### src/rtl/alu_pkg.sv
// rtl/alu_pkg.sv - shared ALU opcode constants and default datapath width
package alu_pkg;

    localparam int ALU_WIDTH = 32;

    localparam logic [4:0] OP_AND   = 5'b00000;
    localparam logic [4:0] OP_EOR   = 5'b00001;
    localparam logic [4:0] OP_SUB   = 5'b00010;
    localparam logic [4:0] OP_RSB   = 5'b00011;
    localparam logic [4:0] OP_ADD   = 5'b00100;
    localparam logic [4:0] OP_ADC   = 5'b00101;
    localparam logic [4:0] OP_SBC   = 5'b00110;
    localparam logic [4:0] OP_RSC   = 5'b00111;
    localparam logic [4:0] OP_TST   = 5'b01000;
    localparam logic [4:0] OP_TEQ   = 5'b01001;
    localparam logic [4:0] OP_CMP   = 5'b01010;
    localparam logic [4:0] OP_CMN   = 5'b01011;
    localparam logic [4:0] OP_ORR   = 5'b01100;
    localparam logic [4:0] OP_MOV   = 5'b01101;
    localparam logic [4:0] OP_BIC   = 5'b01110;
    localparam logic [4:0] OP_MVN   = 5'b01111;
    localparam logic [4:0] OP_PASSA = 5'b10000;
    localparam logic [4:0] OP_INC4  = 5'b10001;
    localparam logic [4:0] OP_ADD4  = 5'b10010;

    // How the result and C/V flags of an opcode are formed.
    typedef enum logic [1:0] {
        ALU_KIND_ZERO  = 2'd0,
        ALU_KIND_LOGIC = 2'd1,
        ALU_KIND_ARITH = 2'd2
    } alu_kind_e;

endpackage

### src/rtl/alu_core.sv
// rtl/alu_core.sv - combinational ALU with Z/N/C/V flags
module alu_core
    import alu_pkg::*;
#(
    parameter int WIDTH = ALU_WIDTH
) (
    input  logic [WIDTH-1:0] i_a,
    input  logic [WIDTH-1:0] i_b,
    input  logic [4:0]       i_op,
    input  logic             i_cin,
    output logic [WIDTH-1:0] o_result,
    output logic             o_z,
    output logic             o_n,
    output logic             o_c,
    output logic             o_v
);

    // Subtractions reuse the adder as x + ~y + carry, so the adder carry-out
    // is directly NOT borrow and the overflow rule is shared with additions.
    alu_kind_e          w_kind;
    logic [WIDTH-1:0]   w_x;
    logic [WIDTH-1:0]   w_y;
    logic [2:0]         w_k;
    logic [WIDTH-1:0]   w_logic;
    logic [WIDTH+1:0]   w_sum;
    logic [WIDTH-1:0]   w_res;

    // Decode the opcode into adder operands or a bitwise result.
    always_comb begin
        w_kind  = ALU_KIND_ZERO;
        w_x     = '0;
        w_y     = '0;
        w_k     = 3'd0;
        w_logic = '0;
        case (i_op)
            OP_AND, OP_TST: begin w_kind = ALU_KIND_LOGIC; w_logic = i_a & i_b;  end
            OP_EOR, OP_TEQ: begin w_kind = ALU_KIND_LOGIC; w_logic = i_a ^ i_b;  end
            OP_ORR:         begin w_kind = ALU_KIND_LOGIC; w_logic = i_a | i_b;  end
            OP_MOV:         begin w_kind = ALU_KIND_LOGIC; w_logic = i_b;        end
            OP_BIC:         begin w_kind = ALU_KIND_LOGIC; w_logic = i_a & ~i_b; end
            OP_MVN:         begin w_kind = ALU_KIND_LOGIC; w_logic = ~i_b;       end
            OP_PASSA:       begin w_kind = ALU_KIND_LOGIC; w_logic = i_a;        end
            OP_ADD, OP_CMN: begin w_kind = ALU_KIND_ARITH; w_x = i_a; w_y = i_b; end
            OP_ADC: begin
                w_kind = ALU_KIND_ARITH; w_x = i_a; w_y = i_b; w_k = {2'b00, i_cin};
            end
            OP_INC4: begin
                w_kind = ALU_KIND_ARITH; w_x = i_a; w_y = WIDTH'(4);
            end
            OP_ADD4: begin
                w_kind = ALU_KIND_ARITH; w_x = i_a; w_y = i_b; w_k = 3'd4;
            end
            OP_SUB, OP_CMP: begin
                w_kind = ALU_KIND_ARITH; w_x = i_a; w_y = ~i_b; w_k = 3'd1;
            end
            OP_SBC: begin
                w_kind = ALU_KIND_ARITH; w_x = i_a; w_y = ~i_b; w_k = {2'b00, i_cin};
            end
            OP_RSB: begin
                w_kind = ALU_KIND_ARITH; w_x = i_b; w_y = ~i_a; w_k = 3'd1;
            end
            OP_RSC: begin
                w_kind = ALU_KIND_ARITH; w_x = i_b; w_y = ~i_a; w_k = {2'b00, i_cin};
            end
            default: w_kind = ALU_KIND_ZERO;
        endcase
    end

    // Two guard bits: A+B+4 can exceed 2^(WIDTH+1)-1 only by setting bit WIDTH+1.
    assign w_sum = {2'b00, w_x} + {2'b00, w_y} + (WIDTH+2)'(w_k);

    // Select the result and form the carry/overflow flags by operation class.
    always_comb begin
        w_res = '0;
        o_c   = 1'b0;
        o_v   = 1'b0;
        case (w_kind)
            ALU_KIND_LOGIC: begin
                w_res = w_logic;
                o_c   = i_cin;
            end
            ALU_KIND_ARITH: begin
                w_res = w_sum[WIDTH-1:0];
                o_c   = |w_sum[WIDTH+1:WIDTH];
                o_v   = (w_x[WIDTH-1] == w_y[WIDTH-1]) && (w_res[WIDTH-1] != w_x[WIDTH-1]);
            end
            default: w_res = '0;
        endcase
    end

    assign o_result = w_res;
    assign o_z      = (w_res == '0);
    assign o_n      = w_res[WIDTH-1];

endmodule

### src/rtl/alu_ir_mar_unit.sv
// rtl/alu_ir_mar_unit.sv - ALU with instruction register and memory address register
module alu_ir_mar_unit
    import alu_pkg::*;
#(
    parameter int WIDTH = ALU_WIDTH
) (
    input  logic             CLK,
    input  logic             CLR,
    input  logic             IRLd,
    input  logic             MARLd,
    input  logic [WIDTH-1:0] DataIn,
    input  logic [WIDTH-1:0] PA,
    input  logic [WIDTH-1:0] PB,
    input  logic [4:0]       OP,
    input  logic             Cin,
    output logic [WIDTH-1:0] Result,
    output logic             FlagZ,
    output logic             FlagN,
    output logic             FlagC,
    output logic             FlagV,
    output logic [WIDTH-1:0] IROut,
    output logic [WIDTH-1:0] MAROut
);

    logic [WIDTH-1:0] w_result;
    logic [WIDTH-1:0] r_ir;
    logic [WIDTH-1:0] r_mar;

    alu_core #(.WIDTH(WIDTH)) u_alu (
        .i_a      (PA),
        .i_b      (PB),
        .i_op     (OP),
        .i_cin    (Cin),
        .o_result (w_result),
        .o_z      (FlagZ),
        .o_n      (FlagN),
        .o_c      (FlagC),
        .o_v      (FlagV)
    );

    // IR captures memory data, MAR captures the ALU result; reset wins over both loads.
    always_ff @(posedge CLK) begin
        if (CLR) begin
            r_ir  <= '0;
            r_mar <= '0;
        end else begin
            if (IRLd)  r_ir  <= DataIn;
            if (MARLd) r_mar <= w_result;
        end
    end

    assign Result = w_result;
    assign IROut  = r_ir;
    assign MAROut = r_mar;

endmodule

### config.mk
export PLATFORM = sky130hd
export DESIGN_NAME = alu_ir_mar_unit
export DESIGN_NICKNAME = d
export VERILOG_FILES = /design/src/rtl/alu_pkg.sv /design/src/rtl/alu_core.sv /design/src/rtl/alu_ir_mar_unit.sv
export SDC_FILE = /design/constraint.sdc
export NUM_CORES = 1
export LEC_CHECK = 0
export CORE_UTILIZATION = 50
export CTS_CLUSTER_SIZE = 16
export DETAILED_ROUTE_END_ITERATION = 6
export PLACE_DENSITY = 0.81
export SLEW_MARGIN = 30
export SYNTH_ARGS = -nofsm -noshare
export SYNTH_HDL_FRONTEND = slang
export SYNTH_HIERARCHICAL = 1
export SYNTH_SLANG_ARGS = --single-unit
### constraint.sdc
create_clock -name CLK -period 10.7 [get_ports CLK]
set_clock_uncertainty 0.2 [all_clocks]
set_input_delay 2.14 -clock CLK [delete_from_list [all_inputs] [get_ports CLK]]
set_output_delay 2.14 -clock CLK [all_outputs]
set_load 0.01 [all_outputs]
**Word-level counts from Yosys, hierarchy flattened**

Cells that the tools add are included.

- Output and inout bits: 100
- Register bits: 64
- Logic and storage cells: 54
- Bits of input ports: 106

- $add $sub $neg: 2
- Bitwise logic cells: 6
- Eq/ne operators: 22
- Reduce and logical (&&, ||, !) cells: 14
- Mux-type cells: 8

Operators with widths:

| kind | number |
|---|---|
| $pmux 32 s7 | 1 |
| $pmux 32 s2 | 2 |
| $pmux 32 s4 | 1 |
| $and 32x32->32 | 2 |
| $not 32->32 | 2 |
| $eq 5x4->1 const B | 8 |
| $add 34x3->34 | 1 |
| $add 32x32->33 | 1 |
| $logic_not 32->1 | 1 |
| $or 32x32->32 | 1 |
| $xor 32x32->32 | 1 |
| $eq 5x3->1 const B | 4 |
| $eq 5x5->1 const B | 3 |
| $eq 5x2->1 const B | 2 |
| $reduce_or 10->1 | 1 |
| $pmux 3 s3 | 1 |
| $reduce_or 3->1 | 3 |
| $reduce_or 9->1 | 1 |
| $reduce_or 2->1 | 4 |
| $reduce_or 8->1 | 1 |
| $eq 5x1->1 const B | 1 |
| $logic_not 5->1 | 1 |
| $pmux 2 s2 | 1 |
| $reduce_or 4->1 | 1 |
| other kinds (7) | 7 |

**Depth between registers and ports, before layout**

Gate-level depths: netlist of the first run.

- Word-level depth: 8
- Gate-level depth with buffers: 25
- Gate-level depth less buffers: 21

**By module**

The synthesis of the first run kept the hierarchy.

By module, submodules not included:

| module | cells each | sequential area each (µm²) | instances | area an instance (µm²) |
|---|---|---|---|---|
| alu_core | 897 | 0.0 | 1 | 5,845.6 |
| alu_ir_mar_unit | 207 | 1,281.2 | 1 | 2,339.7 |

**Worst setup path before layout of the first run**

No wires, ideal clock.

- Kind: input port to output port
- From: input OP[0]
- To: output FlagZ
- Path buffers: 4
- Slack: 1.129 ns
- Cell stages on the path: 22
- Required time: 8.360 ns
- Arrival time: 7.231 ns
- Cell sequence: clkbuf_1 > inv_1 > clkbuf_1 > buf_1 > mux2_2 > o32ai_1 > clkbuf_1 > nand2_1 > o221ai_1 > ha_1 > ha_1 > fa_1 > a21oi_1 > o211ai_1 > a41oi_1 > o21ai_2 > a31oi_1 > mux2_2 > or4b_1 > nor4_2 > nand4_1 > nor2_1

- Longest elaborated chain between the ends: 7
- Elaborated cells on any way between the ends: 40
- Classes of those cells: 2 x add/sub; 20 x eq/ne; 6 x mux; 12 x reduce/logical

RTL lines:

| what | line | source |
|---|---|---|
| from (decl) | alu_ir_mar_unit.sv:14 | `input logic [4:0] OP,` |
| $eq 5x3->1, or another cell as far along | alu_core.sv:35 | `case (i_op)` |
| $reduce_or 8->1 (no line), or another cell as far along | n/a |  |
| $pmux 32 s2 / $pmux 32 s4 (equally long branches) | alu_core.sv:35 |  |
| $add 32x32->33 | alu_core.sv:70 | `assign w_sum = {2'b00, w_x} + {2'b00, w_y} + (WIDTH+2)'(w_k);` |
| $add 34x3->34 | alu_core.sv:70 |  |
| $pmux 32 s2 (*) | alu_core.sv:77 | `case (w_kind)` |
| $logic_not 32->1 (*) | alu_core.sv:92 | `assign o_z = (w_res == '0);` |
| to (decl) | alu_ir_mar_unit.sv:17 | `output logic FlagZ,` |

Every way passes the cells marked *; elsewhere a longest branch is shown, timed or not.

**Final worst setup path of the first run**

- From: input OP[2]
- To: output FlagZ

Same word-level chain as after synthesis.

==> impl_results.html, run 1 <==
<table>
<tr><th>Metric</th><th>Value</th></tr>
<tr><th colspan="2">Pwr</th></tr>
<tr><td>P per Cell Area</td><td>85.4 nW/um2</td></tr>
<tr><td>Share of power burned in registers</td><td>0.279</td></tr>
<tr><td>Internal Power</td><td>0.000607 W</td></tr>
<tr><td>Switching power total</td><td>0.000297 W</td></tr>
<tr><td>Overall power after layout</td><td>0.000904 W</td></tr>
<tr><td>Static leakage</td><td>4.68 nW</td></tr>
<tr><td>Logic gate share of total power</td><td>0.386</td></tr>
<tr><td>Switch share</td><td>0.328</td></tr>
<tr><td>Clock share of power</td><td>0.335</td></tr>
<tr><td>Peak supply drop</td><td>0.124 mV</td></tr>
<tr><th colspan="2">Timing</th></tr>
<tr><td>Final Hold Vio Count</td><td>0</td></tr>
<tr><td>Tightest slew margin relative to the limit</td><td>0.349</td></tr>
<tr><td>Setup-violating endpoint count in the final report</td><td>0</td></tr>
<tr><td>RSZ-0062 raised after global routing</td><td>no</td></tr>
<tr><td>Worst-margin pin slew</td><td>0.977 ns</td></tr>
<tr><td>Max-slew violations</td><td>0</td></tr>
<tr><td>Fin crit period</td><td>10.32 ns</td></tr>
<tr><td>Setup TNS Final</td><td>0 ns</td></tr>
<tr><td>Upper clock frequency limit</td><td>96.9 MHz</td></tr>
<tr><td>Share of the cycle needed by the critical path after routing</td><td>0.965</td></tr>
<tr><th colspan="2">Yosys</th></tr>
<tr><td>Register bit count reported by yosys</td><td>64</td></tr>
<tr><td>Netlist cell types</td><td>87</td></tr>
<tr><td>Average cell area after synthesis</td><td>7.41 um2</td></tr>
<tr><td>Post-synth top flop</td><td>dfxtp_1</td></tr>
<tr><td>Synth warnings</td><td>6</td></tr>
<tr><td>Fraction of registers with async set/reset</td><td>0</td></tr>
<tr><td>Synthesized area</td><td>8190 um2</td></tr>
<tr><td>Number of flops mapped to enable cells by yosys</td><td>0</td></tr>
<tr><td>Total nets after synthesis</td><td>1308</td></tr>
<tr><td>Fraction of the yosys area taken by sequential cells</td><td>0.157</td></tr>
<tr><td>Cells after Synth</td><td>1104</td></tr>
<tr><th colspan="2">Min path</th></tr>
<tr><td>Min-Delay Startpoint</td><td>MAROut[4]$_SDFFE_PP0P_</td></tr>
<tr><td>Class of the tightest hold or removal check</td><td>reg2reg</td></tr>
<tr><th colspan="2">Setup path</th></tr>
<tr><td>CP endpoint</td><td>FlagZ</td></tr>
<tr><td>Endpoint of the worst register-to-register path</td><td>IROut[31]$_SDFFE_PP0P_</td></tr>
<tr><td>Critical path depth</td><td>23</td></tr>
<tr><td>Crit-path max FO</td><td>24</td></tr>
<tr><td>Buf/Inv on CP</td><td>5</td></tr>
<tr><td>Type of the worst setup path</td><td>in2out</td></tr>
<tr><td>Slowest stage cell, crit path</td><td>clkdlybuf4s50_1</td></tr>
<tr><td>Top cell family by delay on the critical path</td><td>compound AO/OA/AOI/OAI gates</td></tr>
<tr><td>Critical path, cell by cell</td><td>clkdlybuf4s50_1 -&gt; or3_1 -&gt; a21oi_1 -&gt; nor2_1 -&gt; o22ai_2 -&gt; buf_4 -&gt; a22oi_1 -&gt; fa_1 -&gt; inv_1 -&gt; ha_1 -&gt; fa_1 -&gt; a21oi_1 -&gt; o211ai_1 -&gt; a41oi_1 -&gt; o21ai_2 -&gt; a31oi_2 -&gt; o311ai_1 -&gt; xnor2_1 -&gt; o22ai_1 -&gt; buf_4 -&gt; or4b_1 -&gt; nor2_1 -&gt; clkdlybuf4s50_1</td></tr>
<tr><td>Capturing element type of the critical path</td><td>output pin</td></tr>
<tr><td>Worst endpoint data arrival time</td><td>7.98 ns</td></tr>
<tr><td>R2R Setup Slk</td><td>9.82 ns</td></tr>
<tr><td>CP peak stage delay</td><td>0.65 ns</td></tr>
<tr><td>Startpoint of the worst register-to-register path</td><td>IROut[31]$_SDFFE_PP0P_</td></tr>
<tr><td>Register-to-Register Path Depth</td><td>2</td></tr>
<tr><td>Source of the critical timing path</td><td>OP[2]</td></tr>
<tr><td>Required time of the critical path</td><td>8.36 ns</td></tr>
<tr><td>Type of element launching the critical path</td><td>input port</td></tr>
<tr><th colspan="2">Drt</th></tr>
<tr><td>Routed via count</td><td>9106</td></tr>
<tr><td>Routed len/inst</td><td>19.5 um</td></tr>
<tr><td>Number of DRC markers after the initial detailed-route iteration</td><td>1003</td></tr>
<tr><td>Total Wirelength</td><td>29.1 mm</td></tr>
<tr><td>First drt pass iteration count</td><td>6</td></tr>
<tr><td>Post-route DRC violation count</td><td>0</td></tr>
<tr><td>DR vias/cell</td><td>6.12</td></tr>
<tr><td>Post-route ant nets</td><td>0</td></tr>
<tr><th colspan="2">Cells and area</th></tr>
<tr><td>Number of nets at the end of the flow</td><td>1471</td></tr>
<tr><td>Share of post-route cells with drive strength above 1</td><td>0.0613</td></tr>
<tr><td>Area Overhead vs Synth</td><td>29.3%</td></tr>
<tr><td>Antenna diodes</td><td>0</td></tr>
<tr><th colspan="2">Clock network</th></tr>
<tr><td>Root Driver</td><td>clkbuf_16</td></tr>
<tr><td>CTS tree</td><td>yes</td></tr>
<tr><td>CTS Hold Bufs</td><td>0</td></tr>
<tr><td>Clock Path Buffers</td><td>2</td></tr>
<tr><td>Worst-Skew Late Latency</td><td>0.32 ns</td></tr>
<tr><td>TritonCTS Sinks</td><td>64</td></tr>
<tr><td>CTS clk-pin slew, worst paths</td><td>0.05 ns</td></tr>
<tr><td>Number of clock buffers inserted by TritonCTS</td><td>9</td></tr>
<tr><td>Deepest level of the CTS H-tree</td><td>3</td></tr>
<tr><th colspan="2">Floorplanning</th></tr>
<tr><td>Height of the die</td><td>130 um</td></tr>
<tr><td>Effective utilization at floorplan</td><td>0.513</td></tr>
<tr><td>Area of the core</td><td>15900 um2</td></tr>
<tr><td>Total Die Area</td><td>16900 um2</td></tr>
<tr><td>Die outline width</td><td>130 um</td></tr>
<tr><td>FP Rows</td><td>46</td></tr>
<tr><td>Number of primary I/O pins</td><td>206</td></tr>
<tr><th colspan="2">Placed design</th></tr>
<tr><td>Gp weighted congestion</td><td>0.978</td></tr>
<tr><td>Port buffer count</td><td>205</td></tr>
<tr><td>Final HPWL from detailed placement</td><td>22.1 mm</td></tr>
<tr><th colspan="2">Global routing</th></tr>
<tr><td>Number of global-route vias before repair</td><td>8483</td></tr>
<tr><td>Maximum number of pins on one net before global-route repair</td><td>65</td></tr>
<tr><td>Antenna violations before repair</td><td>0</td></tr>
<tr><td>Remaining global-route overflow</td><td>0</td></tr>
<tr><td>Global-route wire length before repair</td><td>44.7 mm</td></tr>
<tr><td>Total Routing Usage GR</td><td>0.341</td></tr>
<tr><th colspan="2">Outcome</th></tr>
<tr><td>Run status</td><td>complete, no violations</td></tr>
<tr><th colspan="2">Run</th></tr>
<tr><td>Max Cap Viol</td><td>0</td></tr>
</table>
## cell families (layout without fill, tap and decap cells)
logic type      after synthesis  count (layout)  share of synthesized area
compound gates              332             332                      0.276
xor+xnor                     43              43                     0.0460
fa+ha+maj                    98              98                      0.153
buf+inv                     158             326                     0.0925
flops                        64              64                      0.157
mux                          74              74                     0.0908
simple gates                335             335                      0.186
## cells in the mapped netlist, types with 4 or more instances
library cell | n | area share
and3_1 | 6 | 0.0046
dfxtp_1 | 64 | 0.16
xnor2_1 | 27 | 0.029
xor2_1 | 16 | 0.017
nand3_1 | 24 | 0.015
buf_12 | 6 | 0.015
nor2_1 | 106 | 0.049
inv_1 | 80 | 0.037
o21ai_0 | 82 | 0.050
a22oi_1 | 4 | 0.0037
buf_2 | 23 | 0.014
o31ai_1 | 4 | 0.0037
a211oi_1 | 5 | 0.0046
clkbuf_1 | 39 | 0.018
mux2i_1 | 72 | 0.088
nor2b_1 | 9 | 0.0069
nand2b_1 | 6 | 0.0046
nand2_1 | 132 | 0.061
o221ai_1 | 38 | 0.041
a221oi_1 | 8 | 0.0086
a32oi_1 | 6 | 0.0064
o21a_1 | 8 | 0.0073
a21o_1 | 12 | 0.011
o22ai_1 | 32 | 0.024
a21oi_1 | 55 | 0.034
nor4_1 | 4 | 0.0031
a31oi_1 | 14 | 0.011
nand4_1 | 5 | 0.0038
nor3_1 | 11 | 0.0067
o211ai_1 | 12 | 0.011
ha_1 | 95 | 0.15
## metrics by stage
| stage | instance area [um2] | hold slack, ns | std cells | setup slack, ns | utilization |
|---|---|---|---|---|---|
| finish | 10600 | 0.289 | 1488 | 0.379 | 0.664 |
| global route | 10600 | 0.321 | 1488 | 0.0368 | 0.664 |
| CTS | 10600 | 0.293 | 1488 | 0.379 | 0.663 |
| detailed placement | 10300 | 0.283 | 1472 | 0.386 | 0.643 |
| global placement | 10300 | 0.272 | 1472 | 0.515 | 0.643 |
| floorplan | 8190 | 0.331 | 1104 | 1.13 | - |
## cell type report
class	instances	area [um2]
well taps	216	270
clock buffers	14	284
multi-input cells	882	6190
fillers	1378	5360
repair buffers	230	2220
inverters	80	300
flip-flops and latches	64	1280
clock inverters	2	35.0
## worst min-delay path by stage
stage | to | slack (ns) | cells past startpoint
2_1_floorplan | IROut[29]$_SDFFE_PP0P_ | 0.33 | 2
3_3_place_gp | IROut[9]$_SDFFE_PP0P_ | 0.27 | 2
3_5_place_dp | MAROut[5]$_SDFFE_PP0P_ | 0.28 | 2
4_1_cts | IROut[14]$_SDFFE_PP0P_ | 0.29 | 2
5_1_grt | IROut[14]$_SDFFE_PP0P_ | 0.32 | 2
6_report | MAROut[4]$_SDFFE_PP0P_ | 0.29 | 2
## sequential cells by signal, summed over array words and instances (netlist names)
signal and count:
IROut 32, MAROut 32
## layer usage
metal  vias up  global-route usage  share of wire
li1       4354                   -              -
met2       565               0.536           0.44
met5         -                   0              0
met3        50               0.100           0.13
met1      4137               0.449           0.42
met4         0              0.0985          0.021
## power groups by stage
stage	Sequential, W	Combinational (W)	Clock, W
finish	0.000252	0.000349	0.000303
global route	0.000253	0.000377	0.000315
CTS	0.000252	0.000342	0.000309
detailed placement	0.000257	0.000340	0
global placement	0.000256	0.000336	0
floorplan	0.000261	0.000199	0
## placed cells by master, fill, tap and decap left out, types with 5 or more instances in the layout
| cell | n |
|---|---|
| a221oi_1 | 8 |
| o21a_1 | 8 |
| a211oi_1 | 5 |
| nand2_1 | 132 |
| clkdlybuf4s50_1 | 201 |
| nor2_1 | 106 |
| xnor2_1 | 27 |
| o221ai_1 | 38 |
| buf_4 | 26 |
| o21ai_0 | 81 |
| o22ai_1 | 31 |
| nand2b_1 | 6 |
| a32oi_1 | 6 |
| dfxtp_1 | 64 |
| nand3_1 | 23 |
| nor3_1 | 11 |
| and3_1 | 6 |
| ha_1 | 95 |
| nand4_1 | 5 |
| o211ai_1 | 12 |
| a31oi_1 | 13 |
| nor2b_1 | 9 |
| clkbuf_16 | 9 |
| mux2i_1 | 72 |
| inv_1 | 80 |
| xor2_1 | 16 |
| a21oi_1 | 55 |
| a21o_1 | 12 |
## worst register-to-register path: cells and delay by family, from the launching register on
family,cells,cell delay (ns)
mux,1,0.17
flops,1,0.32
simple gates,1,0.06
## timing repair
action                                  CTS  global route
gates resized for setup                   0             2
setup buffers                             0             0
endpoints found under the setup margin    0             1
(Power assumes the default switching activity.)
==> inputs of run 2 (changes only) <==
--- a/config.mk
+++ b/config.mk
@@ -6,6 +6,7 @@
 export NUM_CORES = 1
 export LEC_CHECK = 0
 export CORE_UTILIZATION = 50
+export CTS_CLUSTER_DIAMETER = 100
 export CTS_CLUSTER_SIZE = 16
 export DETAILED_ROUTE_END_ITERATION = 6
 export PLACE_DENSITY = 0.81
==> constraint.sdc (replaced) <==
create_clock -name CLK -period 10.41 [get_ports CLK]
set_clock_uncertainty 0.2 [all_clocks]
set_input_delay 2.082 -clock CLK [delete_from_list [all_inputs] [get_ports CLK]]
set_output_delay 2.082 -clock CLK [all_outputs]
set_load 0.01 [all_outputs]
==> impl_results.html, run 2 (synthesis results as in run 1) <==
<table>
<tr><th>Metric</th><th>Value</th></tr>
<tr><th colspan="2">Outcome</th></tr>
<tr><td>Run status</td><td>complete, no violations</td></tr>
<tr><th colspan="2">Global routing</th></tr>
<tr><td>Global-route wire length before repair</td><td>44.6 mm</td></tr>
<tr><td>Maximum number of pins on one net before global-route repair</td><td>65</td></tr>
<tr><td>Antenna violations before repair</td><td>0</td></tr>
<tr><td>Global Route met1 Usage</td><td>0.452</td></tr>
<tr><td>Remaining global-route overflow</td><td>0</td></tr>
<tr><td>Met3 global-route usage</td><td>0.0947</td></tr>
<tr><td>Total Routing Usage GR</td><td>0.340</td></tr>
<tr><td>Busiest layer in global routing</td><td>met2</td></tr>
<tr><td>Number of global-route vias before repair</td><td>8378</td></tr>
<tr><td>Met2 Track Usage GR</td><td>0.531</td></tr>
<tr><th colspan="2">Setup path</th></tr>
<tr><td>Required time of the critical path</td><td>8.13 ns</td></tr>
<tr><td>Type of the worst setup path</td><td>in2out</td></tr>
<tr><td>Worst endpoint data arrival time</td><td>7.73 ns</td></tr>
<tr><td>Type of element launching the critical path</td><td>input port</td></tr>
<tr><td>Crit-path max FO</td><td>9</td></tr>
<tr><td>Capturing element type of the critical path</td><td>output pin</td></tr>
<tr><th colspan="2">Cells and area</th></tr>
<tr><td>Antenna diodes</td><td>0</td></tr>
<tr><td>Commonest cells after routing, fill and taps aside</td><td>201 x clkdlybuf4s50_1, 132 x nand2_1, 106 x nor2_1</td></tr>
<tr><td>Share of post-route cells with drive strength above 1</td><td>0.0621</td></tr>
<tr><td>Fin cells</td><td>1489</td></tr>
<tr><td>Final Core Density</td><td>0.664</td></tr>
<tr><td>Most frequent standard cell in the layout excluding fill and tap cells</td><td>clkdlybuf4s50_1</td></tr>
<tr><td>Area Overhead vs Synth</td><td>29.3%</td></tr>
<tr><td>Number of nets at the end of the flow</td><td>1472</td></tr>
<tr><th colspan="2">Timing</th></tr>
<tr><td>Fin crit period</td><td>10.02 ns</td></tr>
<tr><td>Max-slew violations</td><td>0</td></tr>
<tr><td>Post-route worst hold slack</td><td>0.288 ns</td></tr>
<tr><td>Worst-margin pin slew</td><td>0.950 ns</td></tr>
<tr><td>Upper clock frequency limit</td><td>99.8 MHz</td></tr>
<tr><td>Final Hold Vio Count</td><td>0</td></tr>
<tr><td>RSZ-0062 raised after global routing</td><td>no</td></tr>
<tr><td>Tightest slew margin relative to the limit</td><td>0.366</td></tr>
<tr><td>Share of the cycle needed by the critical path after routing</td><td>0.962</td></tr>
<tr><td>Setup TNS Final</td><td>0 ns</td></tr>
<tr><td>Setup-violating endpoint count in the final report</td><td>0</td></tr>
<tr><th colspan="2">Pwr</th></tr>
<tr><td>Switching power total</td><td>0.000313 W</td></tr>
<tr><td>Logic gate share of total power</td><td>0.384</td></tr>
<tr><td>P per Cell Area</td><td>88.3 nW/um2</td></tr>
<tr><td>Clock share of power</td><td>0.339</td></tr>
<tr><td>Peak supply drop</td><td>0.140 mV</td></tr>
<tr><td>Share of power burned in registers</td><td>0.278</td></tr>
<tr><td>Static leakage</td><td>4.69 nW</td></tr>
<tr><td>Internal Power</td><td>0.000622 W</td></tr>
<tr><td>Switch share</td><td>0.335</td></tr>
<tr><td>Overall power after layout</td><td>0.000935 W</td></tr>
<tr><th colspan="2">Clock network</th></tr>
<tr><td>Post-CTS setup buffer count</td><td>0</td></tr>
<tr><td>TritonCTS Sinks</td><td>64</td></tr>
<tr><td>Number of clock buffers inserted by TritonCTS</td><td>9</td></tr>
<tr><td>CTS clk-pin slew, worst paths</td><td>0.05 ns</td></tr>
<tr><td>Clock Path Buffers</td><td>2</td></tr>
<tr><td>Deepest level of the CTS H-tree</td><td>3</td></tr>
<tr><td>Root Driver</td><td>clkbuf_16</td></tr>
<tr><td>CTS tree</td><td>yes</td></tr>
<tr><td>Worst-Skew Late Latency</td><td>0.33 ns</td></tr>
<tr><th colspan="2">Floorplanning</th></tr>
<tr><td>Total Die Area</td><td>16900 um2</td></tr>
<tr><td>Height of the die</td><td>130 um</td></tr>
<tr><td>Area of the core</td><td>15900 um2</td></tr>
<tr><td>Die outline width</td><td>130 um</td></tr>
<tr><td>FP Rows</td><td>46</td></tr>
<tr><td>Effective utilization at floorplan</td><td>0.513</td></tr>
<tr><td>Number of primary I/O pins</td><td>206</td></tr>
<tr><th colspan="2">Drt</th></tr>
<tr><td>Post-route DRC violation count</td><td>0</td></tr>
<tr><td>First drt pass iteration count</td><td>7</td></tr>
<tr><td>Routed via count</td><td>9126</td></tr>
<tr><td>Total Wirelength</td><td>29.0 mm</td></tr>
<tr><td>Routed len/inst</td><td>19.5 um</td></tr>
<tr><td>Number of DRC markers after the initial detailed-route iteration</td><td>1176</td></tr>
<tr><td>DR vias/cell</td><td>6.13</td></tr>
<tr><td>Post-route ant nets</td><td>0</td></tr>
<tr><th colspan="2">Placed design</th></tr>
<tr><td>Final HPWL from detailed placement</td><td>22.1 mm</td></tr>
<tr><td>DP Cell Count</td><td>1473</td></tr>
<tr><td>Port buffer count</td><td>205</td></tr>
<tr><td>Gp weighted congestion</td><td>0.988</td></tr>
<tr><th colspan="2">Run</th></tr>
<tr><td>Max Cap Viol</td><td>0</td></tr>
<tr><th colspan="2">Min path</th></tr>
<tr><td>Class of the tightest hold or removal check</td><td>reg2reg</td></tr>
</table>
[run 2: cell type report]
cell class	count	area (um2)
clock buffer	10	229
fill	1385	5360
sequential	64	1280
clock inverter	6	83.8
tap	216	270
multi-input combinational	882	6190
timing repair buffer	231	2230
inverter	80	300
[run 2: layer usage]
layer | share of wire | vias to the layer above | wire [um]
met4 | 0.022 | 0 | 642
li1 | - | 4344 | -
met1 | 0.42 | 4223 | 12300
met5 | 0 | - | 0
met3 | 0.12 | 47 | 3370
met2 | 0.44 | 512 | 12700
[run 2: per-stage QoR]
step	setup slack (ns)	instance area, um2
final	0.393	10600
after floorplan	0.955	8190
after CTS	0.391	10600
after detailed placement	0.421	10300
after global routing	0.0737	10600
after global placement	0.462	10300
[run 2: timing repair]
item	in CTS	in global routing
resized for setup	0	1
setup endpoints to repair	0	1
hold buffers	0	0
[run 2: power by group through the flow]
stage | combinational, W | clock [W] | sequential, W
after floorplan | 0.000205 | 0 | 0.000268
after global placement | 0.000345 | 0 | 0.000264
after detailed placement | 0.000349 | 0 | 0.000264
after CTS | 0.000351 | 0.000320 | 0.000259
after global routing | 0.000390 | 0.000331 | 0.000260
final | 0.000359 | 0.000316 | 0.000260
[run 2: worst max-delay path: stages]
cell	delay (ns)
clkdlybuf4s50_1	0.68
buf_4	0.23
a21oi_1	0.07
nand2_1	0.26
nor2_1	0.08
a221o_1	0.29
fa_1	0.55
fa_1	0.42
a21oi_1	0.23
o211ai_1	0.14
a41oi_1	0.28
o21ai_2	0.15
a31oi_1	0.37
mux2_2	0.40
or4b_1	0.52
nor4_2	0.16
nand4_1	0.13
nor2_1	0.14
clkdlybuf4s50_1	0.54
[run 2: final timing paths]
kind	depth (start not counted)	from	endpoint	slack (ns)
worst max-delay path	19	OP[3]	FlagZ	0.39
worst min register to register	2	IROut[27]$_SDFFE_PP0P_	IROut[27]$_SDFFE_PP0P_	0.29
worst min-delay path	2	IROut[27]$_SDFFE_PP0P_	IROut[27]$_SDFFE_PP0P_	0.29
worst max register to register	2	IROut[17]$_SDFFE_PP0P_	IROut[17]$_SDFFE_PP0P_	9.50
==> inputs of run 3 (changes only) <==
--- a/config.mk
+++ b/config.mk
@@ -6,7 +6,6 @@
 export NUM_CORES = 1
 export LEC_CHECK = 0
 export CORE_UTILIZATION = 50
-export CTS_CLUSTER_DIAMETER = 100
 export CTS_CLUSTER_SIZE = 16
 export DETAILED_ROUTE_END_ITERATION = 6
 export PLACE_DENSITY = 0.81
==> results of run 3 <==
The final DEF is identical to that of run 2; final timing and power are the same.
